`src/rtl/mem_access_stage.sv`:
```
// rtl/mem_access_stage.sv - data-memory access stage with req/ack handshake and watchdog
// Optional feature macro: MEM_ALIGN_CHK_EN (odd word address reported as an error instead of word-aligned).
module mem_access_stage #(
    parameter int TIMEOUT_CYCLES = 15
) (
    input  logic        clk,
    input  logic        rst_n,
    input  logic        start,
    input  logic        mem_read,
    input  logic        mem_write,
    input  logic [15:0] addr,
    input  logic [15:0] wdata,
    output logic [15:0] rd_data,
    output logic        busy,
    output logic        done,
    output logic        err,
    output logic        dmem_req,
    output logic        dmem_we,
    output logic [15:0] dmem_addr,
    output logic [15:0] dmem_wdata,
    input  logic [15:0] dmem_rdata,
    input  logic        dmem_ack
);

    typedef enum logic [1:0] {IDLE, REQ, DONE, ERR} state_t;

    localparam logic [7:0] WDOG_LAST = 8'(TIMEOUT_CYCLES - 1);

    state_t      state_q;
    logic [7:0]  wdog_q;
    logic [7:0]  wdog_d;
    logic [15:0] rd_data_q;
    logic        busy_q;
    logic        done_q;
    logic        err_q;
    logic        req_q;
    logic        we_q;
    logic [15:0] addr_q;
    logic [15:0] addr_d;
    logic [15:0] wdata_q;
    logic        align_bad;

    assign wdog_d = wdog_q + 8'd1;

`ifdef MEM_ALIGN_CHK_EN
    assign align_bad = addr[0];
    assign addr_d    = addr;
`else
    // Odd addresses are folded onto the enclosing word.
    assign align_bad = 1'b0;
    assign addr_d    = addr & 16'hFFFE;
`endif

    always_ff @(posedge clk) begin
        if (!rst_n) begin
            state_q   <= IDLE;
            wdog_q    <= 8'd0;
            rd_data_q <= 16'd0;
            busy_q    <= 1'b0;
            done_q    <= 1'b0;
            err_q     <= 1'b0;
            req_q     <= 1'b0;
            we_q      <= 1'b0;
            addr_q    <= 16'd0;
            wdata_q   <= 16'd0;
        end else begin
            done_q <= 1'b0;
            err_q  <= 1'b0;
            case (state_q)
                IDLE: begin
                    if (start) begin
                        busy_q <= 1'b1;
                        if ((mem_read ^ mem_write) && !align_bad) begin
                            state_q <= REQ;
                            req_q   <= 1'b1;
                            we_q    <= mem_write;
                            addr_q  <= addr_d;
                            wdata_q <= wdata;
                            wdog_q  <= 8'd0;
                        end else if (!mem_read && !mem_write) begin
                            state_q <= DONE;
                            done_q  <= 1'b1;
                        end else begin
                            state_q <= ERR;
                            done_q  <= 1'b1;
                            err_q   <= 1'b1;
                        end
                    end
                end
                REQ: begin
                    // Ack wins over a watchdog expiring in the same cycle.
                    if (dmem_ack) begin
                        if (!we_q) begin
                            rd_data_q <= dmem_rdata;
                        end
                        state_q <= DONE;
                        req_q   <= 1'b0;
                        done_q  <= 1'b1;
                    end else if (wdog_q >= WDOG_LAST) begin
                        state_q <= ERR;
                        req_q   <= 1'b0;
                        done_q  <= 1'b1;
                        err_q   <= 1'b1;
                    end else begin
                        wdog_q <= wdog_d;
                    end
                end
                DONE, ERR: begin
                    state_q <= IDLE;
                    busy_q  <= 1'b0;
                end
                default: begin
                    state_q <= IDLE;
                    busy_q  <= 1'b0;
                    req_q   <= 1'b0;
                end
            endcase
        end
    end

    assign rd_data    = rd_data_q;
    assign busy       = busy_q;
    assign done       = done_q;
    assign err        = err_q;
    assign dmem_req   = req_q;
    assign dmem_we    = we_q;
    assign dmem_addr  = addr_q;
    assign dmem_wdata = wdata_q;

endmodule

```
`config.mk`:
```
export PLATFORM = sky130hd
export DESIGN_NAME = mem_access_stage
export DESIGN_NICKNAME = d
export VERILOG_FILES = /design/src/rtl/mem_access_stage.sv
export SDC_FILE = /design/constraint.sdc
export NUM_CORES = 1
export LEC_CHECK = 0
export CAP_MARGIN = 20
export CORE_MARGIN = 10
export CORE_UTILIZATION = 38
export CTS_CLUSTER_SIZE = 24
export DETAILED_ROUTE_END_ITERATION = 12
export GPL_TIMING_DRIVEN = 0
export PLACE_DENSITY = 0.76
export SLEW_MARGIN = 20
export SYNTH_ARGS = -nofsm -noshare
export SYNTH_HDL_FRONTEND = slang
export SYNTH_SLANG_ARGS = --single-unit
```
`constraint.sdc`:
```
create_clock -name clk -period 1.5 [get_ports clk]
set_clock_uncertainty 0.15 [all_clocks]
set_input_delay 0.375 -clock clk [delete_from_list [all_inputs] [get_ports clk]]
set_output_delay 0.375 -clock clk [all_outputs]
set_load 0.03 [all_outputs]
```
==> run metrics <==
synth warn 0; Worst path slowest cell dfxtp_2; Area Growth Syn to Fin 55.7%; GRT Overall Usage 14.3%; Pleak 1.64 nW; setup TNS -0.489 ns; Post-Synth XOR/XNOR Area 0.359%; Tcrit/Tclk final 105%; clk_lat worst skew 0.34 ns; pwr/cell area 1050 nW/um2; unrepaired setup endpoints after global routing true; clock slew seen by the registers of the worst setup and hold paths 0.07 ns; Compound-Gate Fraction of Synth Area 18.6%; post-synth top area cell dfxtp_1; Die Area 10000 um2; first-pass GRT wire length 11600 um; via count 2332; Post-synth EDFFs 0; Post-DP HPWL 5140 um; failing checks setup timing; max cap viols 0; Die W 100 um; adder-cell share of the synthesized area 2.05%; largest family of logic cells by synthesized area simple AND/OR/NAND/NOR gates; crit end category flip-flop; I/O Buffers 104; TritonRoute pass-1 iters 4; setup ws final -0.0739 ns; H-tree Lvls 3; Register Area 1250 um2; fin nets 468; initial antenna violation count 0; pin count of the biggest net entering global routing 12; Tmin final 1.57 ns; Residual DRC 0; final hold vios 0; CTS max path bufs 2; drt via density 4.74; Ports 107; DIE HEIGHT 100 um; number of DRC markers in iteration 0 91; FP Rows 29; share of cells above drive strength 1 29.9%; Yosys reg bits 62; worst path required time 1.61 ns; ys flop type dfxtp_1; Mapped Nets 338; area of the multi-input gates 1180 um2; DP Cell Count 461; Synth Instances 280; hold crit path type input port to flip-flop; fraction of the mapped netlist area in simple logic gates 23.9%; Startpoint Class flip-flop; Routed Wire Length 7210 um; gr ovfl total 0; Core Footprint 6280 um2; vias in the first global route 2283; non-filler instance count after layout 492; post-synthesis mux area share 0%; Post-synth top cells nand2_1 (99), dfxtp_1 (62), a21boi_1 (41); CTS tree yes; worst-path maximum fanout 5; IR drop worst, VDD 677 uV; post-synth cell types 35; Initial Utilization 38.8%; Synth area leaders dfxtp_1 (51%), nand2_1 (15%), a21boi_1 (13%); clock root buffer clkbuf_8; final setup violation count 9; outcome finished, violations left; achievable frequency 635 MHz; Async SR Flop Fraction 0%; # fillers 571; post-synth top area share 50.9%; cell area after synthesis 2440 um2; Max Slew Vio Count 0; crit-path max cell delay 0.34 ns; CTS buffer count 9; wire per inst 14.7 um; share of the yosys chip area belonging to registers 50.9%; # diodes 0; Place WS -0.897 ns; clk sinks 62; Detail Route Antenna Nets 0; Placer Congestion 0.877; Synth Area per Inst 8.70 um2; dominant cell by count in the synthesized netlist nand2_1; Post-CTS Hold Buffers 0; critical path arrival 1.69 ns; crit-path cells inv_2 > ha_4 > o211ai_1 > buf_4 > nand3_4 > or2_1 > a21boi_1; WS Path Type flip-flop to flip-flop
worst max-delay path: cells and delay by family (launching register included):
kind | cells | cell delay [ns]
DFF | 1 | 0.34
and+or+nand+nor | 2 | 0.31
adders and majority gates | 1 | 0.14
buffers and inverters | 2 | 0.23
AOI/OAI and AO/OA | 2 | 0.33
cell type report:
type	instances	area share, %
timing repair buffer	119	23.2
multi-input combinational	198	31.2
tap	77	2.54
clock inverter	5	1.48
buffer	16	3.79
sequential	62	33.0
inverter	4	0.725
clock buffer	11	3.99
through the flow:
stage	hold slack (ns)	cell area, um2	util [%]	total power [mW]
after global placement	0.290	3620	57.7	2.51
after detailed placement	0.295	3620	57.7	2.52
after global routing	0.214	3790	60.5	4.21
final	0.215	3790	60.5	3.99
after CTS	0.196	3690	58.8	4.01
after floorplan	0.336	2480	-	2.17
path summary, 6_finish.rpt:
path | start | end | slack, ns | depth (start not counted)
max | wdog_q[0] | wdog_q[1] | -0.07 | 7
min | mem_write | dmem_we | 0.21 | 3
max reg2reg | wdog_q[0] | wdog_q[1] | -0.07 | 7
min reg2reg | dmem_wdata[6] | dmem_wdata[6] | 0.30 | 2
flip-flops by register name (all words and copies together), names as in the netlist, 2 cells and up:
| name | flops |
|---|---|
| dmem_addr | 15 |
| dmem_wdata | 16 |
| rd_data | 16 |
| state_q | 2 |
| wdog_q | 8 |
cell families after synthesis:
logic type | Yosys count
other | 1
flip-flops | 62
AND/OR/NAND/NOR | 131
adder cells (fa/ha/maj) | 4
AO/OA/AOI/OAI | 61
XOR/XNOR | 1
buffers and inverters | 20
report_power, final:
| group | leakage [nW] | total [mW] | switching, mW | internal [mW] |
|---|---|---|---|---|
| sequential | 0.507 | 1.76 | 0.0420 | 1.72 |
| combinational | 1.02 | 0.720 | 0.389 | 0.331 |
| clock | 0.106 | 1.51 | 0.653 | 0.857 |
cell usage in the layout, fill, tap and decap left out, types with 4 or more instances in the layout:
cell type / instances
a21boi_0: 8
a21boi_1: 40
buf_2: 55
buf_4: 16
buf_6: 8
clkbuf_2: 4
clkbuf_8: 11
clkdlybuf4s50_1: 47
dfxtp_1: 58
nand2_1: 99
nor2_1: 7
routing by layer:
layer / global-route usage, % / vias to the layer above / part of all wire [%]
li1: - / 1175 / -
met1: 16.8 / 1079 / 42
met2: 22.8 / 69 / 49
met3: 5.29 / 9 / 7.8
met4: 6.41 / 0 / 1.2
met5: 0 / - / 0
timing repair:
item                                   CTS  global route
endpoints found under the hold margin    0             0
buffers inserted                         7             6
setup endpoints to repair              107            55
pin swaps                                6             7
cloned                                   1             1
gates resized for setup                280            36
Power figures use the tool's default switching activity.
